--- src/rtl/ahb_bus_arbiter.sv ---
// Two-master (CPU / DMA) AHB-lite bus arbiter with a bounded hold time.
// Ownership changes only at an IDLE address phase; HMaster_Data trails HMaster by one ready cycle.
module ahb_bus_arbiter #(
    parameter int MAX_HOLD     = 16,
    parameter bit DMA_PRIORITY = 1'b1
) (
    input  logic       clk,
    input  logic       rst,
    input  logic       Cpu_Req,
    input  logic       Dma_Req,
    input  logic [1:0] Cpu_HTrans,
    input  logic [1:0] Dma_HTrans,
    input  logic       HReady,
    output logic       Cpu_Grant,
    output logic       Dma_Grant,
    output logic       HMaster,
    output logic       HMaster_Data
);
    localparam int            CW          = $clog2(MAX_HOLD + 1);
    localparam logic [CW-1:0] HOLD_LIMIT  = CW'(MAX_HOLD);
    localparam logic [1:0]    HTRANS_IDLE = 2'b00;

    typedef enum logic [1:0] {
        ST_IDLE,
        ST_CPU_OWN,
        ST_DMA_OWN,
        ST_DRAIN
    } state_t;

    state_t        state_reg, state_next;
    logic [CW-1:0] hold_reg, hold_next;
    logic          hmaster_reg, hmaster_next;
    logic          hmaster_data_reg;
    logic          cpu_grant_reg, dma_grant_reg;

    // In OWN and DRAIN the registered HMaster is the current owner (X); Y is the other master.
    logic       owner, x_req, y_req, owner_idle, release_cond;
    logic [1:0] x_htrans;
    logic       pick_any, pick_owner, idle_winner;
    state_t     pick_state;

    assign owner        = hmaster_reg;
    assign x_req        = owner ? Dma_Req : Cpu_Req;
    assign y_req        = owner ? Cpu_Req : Dma_Req;
    assign x_htrans     = owner ? Dma_HTrans : Cpu_HTrans;
    assign owner_idle   = HReady && (x_htrans == HTRANS_IDLE);
    assign release_cond = !x_req || ((hold_reg == HOLD_LIMIT) && y_req);
    assign pick_any     = x_req || y_req;
    assign pick_owner   = y_req ? ~owner : owner;
    assign idle_winner  = (Cpu_Req && Dma_Req) ? DMA_PRIORITY : Dma_Req;

    always_comb begin
        state_next   = state_reg;
        hold_next    = hold_reg;
        hmaster_next = hmaster_reg;
        pick_state   = ST_IDLE;
        if (pick_any) begin
            pick_state = pick_owner ? ST_DMA_OWN : ST_CPU_OWN;
        end

        case (state_reg)
            ST_IDLE: begin
                if (Cpu_Req || Dma_Req) begin
                    state_next   = idle_winner ? ST_DMA_OWN : ST_CPU_OWN;
                    hmaster_next = idle_winner;
                    hold_next    = '0;
                end
            end
            ST_CPU_OWN, ST_DMA_OWN: begin
                if (release_cond) begin
                    if (owner_idle) begin
                        state_next = pick_state;
                        if (pick_any) begin
                            hmaster_next = pick_owner;
                            hold_next    = '0;
                        end
                    end else begin
                        state_next = ST_DRAIN;
                    end
                end else if (HReady && x_htrans[1] && y_req && (hold_reg != HOLD_LIMIT)) begin
                    hold_next = hold_reg + 1'b1;
                end
            end
            ST_DRAIN: begin
                // Wait out BUSY and stalled phases until the owner shows an IDLE address phase.
                if (owner_idle) begin
                    state_next = pick_state;
                    if (pick_any) begin
                        hmaster_next = pick_owner;
                        hold_next    = '0;
                    end
                end
            end
            default: begin
                state_next = ST_IDLE;
            end
        endcase
    end

    always_ff @(posedge clk) begin
        if (rst) begin
            state_reg        <= ST_IDLE;
            hold_reg         <= '0;
            hmaster_reg      <= 1'b0;
            hmaster_data_reg <= 1'b0;
            cpu_grant_reg    <= 1'b0;
            dma_grant_reg    <= 1'b0;
        end else begin
            state_reg     <= state_next;
            hold_reg      <= hold_next;
            hmaster_reg   <= hmaster_next;
            cpu_grant_reg <= (state_next == ST_CPU_OWN);
            dma_grant_reg <= (state_next == ST_DMA_OWN);
            if (HReady) begin
                hmaster_data_reg <= hmaster_reg;
            end
        end
    end

    assign Cpu_Grant    = cpu_grant_reg;
    assign Dma_Grant    = dma_grant_reg;
    assign HMaster      = hmaster_reg;
    assign HMaster_Data = hmaster_data_reg;

endmodule

--- config.mk ---
export PLATFORM = sky130hd
export DESIGN_NAME = ahb_bus_arbiter
export DESIGN_NICKNAME = d
export VERILOG_FILES = /design/src/rtl/ahb_bus_arbiter.sv
export SDC_FILE = /design/constraint.sdc
export NUM_CORES = 1
export LEC_CHECK = 0
export ABC_AREA = 1
export BUFFER_PORTS_ARGS = -buffer_cell sky130_fd_sc_hd__buf_2
export CORE_MARGIN = 2
export CORE_UTILIZATION = 50
export DETAILED_ROUTE_END_ITERATION = 10
export GPL_TIMING_DRIVEN = 0
export PLACE_DENSITY = 0.71
export SLEW_MARGIN = 40
export SYNTH_ARGS = -nofsm -noshare
export SYNTH_HDL_FRONTEND = slang
export SYNTH_SLANG_ARGS = --single-unit
--- constraint.sdc ---
create_clock -name clk -period 1.8 [get_ports clk]
set_clock_uncertainty 0.2 [all_clocks]
set_input_delay 0.45 -clock clk [delete_from_list [all_inputs] [get_ports clk]]
set_output_delay 0.45 -clock clk [all_outputs]
set_load 0.02 [all_outputs]
==> results of run 1 <==
-- area by class of cell --
cell class              instances  area, sq um  area share
well taps                      25        31.28     0.02787
multi-input cells             107        639.4      0.5697
repair buffers                 16        92.59     0.08250
inverters                      22        90.09     0.08027
plain buffers                   2        15.01     0.01338
clock inverters                 1        5.005    0.004459
clock buffers                   3        22.52     0.02007
flip-flops and latches         11        226.5      0.2018
-- path summary, 6_finish.rpt --
path,cells after the start,slack (ns),from,end
worst max-delay path,13,0.11,hold_reg[0],hold_reg[4]
worst min-delay path,2,0.23,HReady,HMaster_Data
worst max register to register,13,0.11,hold_reg[0],hold_reg[4]
worst min register to register,2,0.31,hold_reg[2],hold_reg[2]
-- cell families (layout without fill, tap and decap cells) --
logic type	Yosys count	in the layout
compound gates	17	17
xor+xnor	1	1
fa+ha+maj	5	5
buf+inv	24	44
flops	11	11
simple gates	84	84
-- where the power goes --
| part | switching [mW] | internal, mW | total, mW |
|---|---|---|---|
| logic | 0.290 | 0.170 | 0.461 |
| registers | 0.0120 | 0.266 | 0.278 |
| clock network | 0.0857 | 0.0824 | 0.168 |
-- cell usage after synthesis --
master    instances
xor2_1            1
clkbuf_1          1
nor2_2            1
nand2_4           5
o21ai_1           3
nand3b_1          1
nand3_2           2
nand2_2           6
nand3_4           1
ha_1              5
a21oi_1           6
nand2_1          34
nand3_1          14
dfxtp_1          11
nand4_1           4
o21ai_2           1
inv_6             1
nor2_4            2
o21ai_0           5
o31ai_1           1
buf_6             1
nor2_1           14
a21oi_2           1
inv_1            20
inv_2             1
-- what timing repair did --
action | 4_1_cts | 5_1_grt
setup buffers | 0 | 5
pin swaps | 0 | 6
setup endpoints to repair | 1 | 7
gates resized for setup | 2 | 11
-- worst max-delay path: stages, from the launching register on --
cell	delay (ns)
dfxtp_4	0.37
inv_4	0.06
ha_4	0.12
nand2_2	0.06
nor2_4	0.13
nand2_4	0.09
nand3_4	0.10
nand2_4	0.07
nand2_4	0.10
inv_2	0.05
nand2_1	0.05
nand2_1	0.05
nor2_1	0.09
nor2_1	0.04
-- through the flow --
step | setup slack, ns | cell area [sq um] | hold slack [ns] | setup TNS [ns] | util
3_3_place_gp | 0.04680 | 1018 | 0.2868 | 0 | 0.5835
4_1_cts | 0.0001152 | 1050 | 0.2296 | 0 | 0.6014
5_1_grt | -0.01738 | 1122 | 0.2312 | -0.01738 | 0.6430
3_5_place_dp | -0.02527 | 1018 | 0.2968 | -0.02527 | 0.5835
6_report | 0.1052 | 1122 | 0.2321 | 0 | 0.6430
2_1_floorplan | 0.1471 | 932.1 | 0.2649 | 0 | -
-- routing by layer --
layer,track usage,vias to the layer above
li1,-,490
met1,0.2460,416
met2,0.3452,35
met3,0.06154,5
met4,0.07778,0
met5,0,-
==> impl_results.md, run 1 <==
- Ratio of final minimum period to clock period: 0.9415
- Simple-Gate Fraction of Synth Area: 0.4752
- Filler instances: 175
- Setup violations, final: 0
- Layout cells sized above 1: 0.3148
- Max FFs per register: 5
- Slew Limit Fails: 0
- Status: finished, final reports clean
- Area growth syn-to-layout: 20.40%
- Port Buffers: 11
- Fin cells: 187
- Sequential cell area fraction in the yosys report: 0.2362
- Most frequent cells in the layout: nand2_1 (32), inv_1 (18), nand3_1 (14), nor2_1 (14), buf_2 (11)
- Residual DRC count: 0
- Pwr per Cell Area: 808.4 nW/um^2
- Gr ovfl total: 0
- Met1 Wirelength: about 950 um
- Via count: 946
- Clk pin slew, worst setup/hold paths: 0.07 ns
- Core footprint: between 1500 and 2000 sq um
- Final antenna-violating net count: 0
- Most common cell after layout, fill and taps aside: nand2_1
- Post-DR wirelength/cell: 11.33 um
- WL met3: 138 um
- CP endpoint kind: register
- Post-CTS Hold Fix Bufs: 0
- Syn Nets: 156
- Mapped Area: 932.1 sq um
- Crit path kind: register to register
- Netlist cell types: 25
- Overall Global Routing Usage: 0.2055
- Crit path DAT: 1.64 ns
- Initial antenna violation count: 0
- Top cells by area, synth: dfxtp_1 (24%), nand2_1 (14%), inv_1 (8.1%)
- Total Nets Final: 177
- Tot Pwr: between 0.9 and 1 mW
- Synthesis-stage register bit count: 11
- Num CTS Buffers: 3
- Insertion delay to the later sink of the worst-skew pair: 0.27 ns
- VDD IR-drop max: 0.0006585 V
- Initial core utilization: 0.5341
- Post-synthesis xor/xnor area fraction: 0.009396
- Placed cell count: 178
- Mean Syn Cell Area: between 6 and 7 sq um
- N_diodes: 0
- Avg Vias per Cell: 5.059
- Endpoints failing hold: 0
- H-Tree Depth: 1
- GPL Wtd Cong: 0.8263
- First drt pass iteration count: 4
- Hold WC Path Type: input pin to register
- Slew headroom: 0.7248
- Worst Tran Pin Value: 0.4128 ns
- TritonCTS clock tree: built
- Max_cap viols: 0
- Final min period: 1.695 ns
- Met2 wire len: 1013 um
- CTS max path bufs: 2
- Die ar.: 2225 sq um
- Total I/O pin count: 13
- Synthesis Warnings: 0
- Mapped Cells: 142
- Synth top area share: 0.2362
- 1st-iter DRT viols: 18
- Vias in the first global route: a little under 800
- Row count: 15
- Nature of the critical path startpoint: register
- Worst Path Max Fanout: 6
- Die width: 47.18 um
- Static leakage: between 0.5 and 0.6 nW
- Root buffer cell: clkbuf_4
- Post-synthesis compound-gate area fraction: 0.1020
- Highest metal used: met4
- Largest net degree at the start of global routing: 10
- Post-DP HPWL: roughly 1600 um
- First-pass GRT wire length: 3187 um
- Post-synthesis mux area share: 0
- CTS sink count: 11
- Adder-cell area share of the yosys netlist: 0.06711
- Largest family of logic cells by synthesized area: simple AND/OR/NAND/NOR gates
- Fmax: around 590 MHz
- Critical path data required time: between 1.5 and 2 ns
- Synth area leader: dfxtp_1
- Drt total wl: 2119 um
- Die height: 47.18 um
No activity file was read; power rests on OpenSTA's default activity.
==> run 2: changes to the inputs <==
Settings changed: CORE_UTILIZATION 50 to 40, PLACE_DENSITY 0.71 to not set.
==> run 2 against run 1 <==
Effect of this change: critical path depth fell by 4; hold slack improved by 0.0019 ns; global-route usage fell by 3.7 points; die area rose by 23%.
==> impl_results.md, run 2 (same netlist as run 1, synthesis figures left out) <==
- Status: finished, final reports clean (unchanged)
- CTS max path bufs: 2 (unchanged)
- Root buffer cell: clkbuf_4 (unchanged)
- Seq pwr share: 0.313 (was 0.307)
- Max FFs per register: 5 (unchanged)
- Setup violations, final: 0 (unchanged)
- Via count: 919 (was 946)
- Die width: 52.28 um (was 47.18 um)
- Layout cells sized above 1: 0.3188 (was 0.3148)
- R2R depth: 9 (was 13)
- Final antenna-violating net count: 0 (unchanged)
- Endpoints failing hold: 0 (unchanged)
- Initial antenna violation count: 0 (unchanged)
- Num CTS Buffers: 3 (unchanged)
- Fmax: 593.9 MHz (was 590.0 MHz)
- Design area: 1109 sq um (was 1122 sq um)
- Reg2Reg Setup Slack: 0.12 ns (was 0.11 ns)
- RSZ-0062 raised after global routing: yes
- Comb pwr share: 0.495 (was 0.508)
- Hold WS: 0.2340 ns (was 0.2321 ns)
- Sw frac: 0.4294 (was 0.4278)
- Insertion delay to the later sink of the worst-skew pair: 0.28 ns (was 0.27 ns)
- 1st-iter DRT viols: 20 (was 18)
- DP Area: 1022 sq um (was 1018 sq um)
- H-Tree Depth: 1 (unchanged)
- Clk pin slew, worst setup/hold paths: 0.07 ns (about the same)
- Initial core utilization: 0.4214 (was 0.5341)
- Post-DR wirelength/cell: 10.95 um (was 11.33 um)
- First-pass GRT wire length: 3477 um (was 3187 um)
- Crit path kind: register to register (unchanged)
- CP endpoint kind: register (unchanged)
- Most common cell after layout, fill and taps aside: nand2_1 (unchanged)
- Worst Path Max Fanout: 6 (unchanged)
- N_diodes: 0 (unchanged)
- Worst r2r dst: hold_reg[4] (unchanged)
- Crit path to: hold_reg[4] (unchanged)
- TritonCTS clock tree: built (unchanged)
- Area growth syn-to-layout: 18.93% (was 20.40%)
- Avg Vias per Cell: 4.888 (was 5.059)
- Final min period: 1.684 ns (was 1.695 ns)
- Vias in the first global route: 860 (was 783)
- Core footprint: 2212 sq um (was 1745 sq um)
- Post-DP HPWL: 1578 um (was 1576 um)
- Nature of the critical path startpoint: register (unchanged)
- Post-CTS Hold Fix Bufs: 0 (unchanged)
- Overall Global Routing Usage: 0.1683 (was 0.2055)
- Seq. cell area: 226.5 sq um (unchanged)
- Static leakage: 0.5350 nW (was 0.5463 nW)
- Die ar.: 2733 sq um (was 2225 sq um)
- Slew Limit Fails: 0 (unchanged)
- Ratio of final minimum period to clock period: 0.9355 (was 0.9415)
- Clock network fraction of total power: 0.192 (was 0.185)
- Total Nets Final: 175 (was 177)
- Pwr per Cell Area: 806.5 nW/um^2 (was 808.4 nW/um^2)
- Slew headroom: 0.7372 (was 0.7248)
- Hold WC Path Type: input pin to register (unchanged)
- CTS sink count: 11 (unchanged)
- Filler instances: 241 (was 175)
- Gr ovfl total: 0 (unchanged)
- Total I/O pin count: 13 (unchanged)
- Worst Tran Pin Value: 0.3941 ns (was 0.4128 ns)
- Residual DRC count: 0 (unchanged)
- Critical path data required time: 1.82 ns (was 1.75 ns)
- Hold path startpoint: HReady (unchanged)
- VDD IR-drop max: 0.0005387 V (was 0.0006585 V)
- Row count: 17 (was 15)
- Internal: 0.5101 mW (was 0.5191 mW)
- Largest net degree at the start of global routing: 10 (unchanged)
- Sw power: 0.3839 mW (was 0.3881 mW)
- Port Buffers: 11 (unchanged)
- First drt pass iteration count: 4 (unchanged)
- Final TNS setup: 0 ns (unchanged)
- Most frequent cells in the layout: nand2_1 (33), inv_1 (16), nand3_1 (14), nor2_1 (14), buf_2 (12) (was nand2_1 (32), inv_1 (18), nand3_1 (14), nor2_1 (14), buf_2 (11))
- Crit path DAT: 1.70 ns (was 1.64 ns)
- Multi-input gate area: 639.4 sq um (unchanged)
- Critical R2R Launch: state_reg[0] (was hold_reg[0])
- Placed cell count: 181 (was 178)
- Max_cap viols: 0 (unchanged)
- GPL Wtd Cong: 0.8659 (was 0.8263)
- Drt total wl: 2059 um (was 2119 um)
- Die height: 52.28 um (was 47.18 um)
- Worst Setup SP: state_reg[0] (was hold_reg[0])
- Fin cells: 188 (was 187)
-- run 2: changes by cell type in the layout (fill, tap and decap cells not counted), sizes merged --
cell | previous run | this run
buf | 17 | 15
-- run 2: area by class of cell --
class                           count  share of cell area
Buffer                              2             0.01354
Clock buffer                        3             0.02032
Clock inverter                      1            0.004515
Inverter                           22             0.08126
Multi-Input combinational cell    107              0.5768
Sequential cell                    11              0.2043
Tap cell                           28             0.03160
Timing Repair Buffer               14             0.06772
-- run 2: power groups by stage --
stage	registers, mW	clock network (mW)	logic (mW)
after floorplan	0.301	0	0.303
final	0.280	0.171	0.443
after global placement	0.283	0	0.403
after CTS	0.279	0.171	0.411
after global routing	0.283	0.192	0.492
after detailed placement	0.284	0	0.409
-- run 2: worst min-delay path by stage --
stage	cells past startpoint	slack, ns	end
after floorplan	2	0.26	hold_reg[2]
after global placement	2	0.29	hold_reg[1]
after detailed placement	2	0.29	hold_reg[1]
after CTS	2	0.24	HMaster_Data
after global routing	2	0.23	HMaster_Data
final	2	0.23	HMaster_Data
-- run 2: routing by layer --
layer	routed length, um	GRT usage
met2	971	0.2954
met4	25	0.04274
met3	87	0.05143
met1	975	0.1979
met5	0	0
-- run 2: what timing repair did --
item	in CTS	in global routing
endpoints found under the setup margin	2	8
gates resized for setup	1	14
cloned	0	1
setup buffers	0	2
pin swaps	0	4
-- run 2: stage by stage --
step                setup WS (ns)    util  total power [mW]
floorplan                  0.1471       -            0.6046
global placement          0.02361  0.4621            0.6868
detailed placement      -0.003183  0.4621            0.6930
CTS                       0.03189  0.4751            0.8609
global route            -0.002971  0.5011            0.9673
finish                     0.1162  0.5011            0.8941
-- run 2: worst max-delay path, stage by stage (launching register included) --
cell and delay, ns:
dfxtp_1 0.38, inv_1 0.11, ha_4 0.31, nand3_4 0.12, buf_4 0.16, nor2_1 0.09, nand3_1 0.09, nand2_1 0.06
nor2_1 0.04, nor2_1 0.07
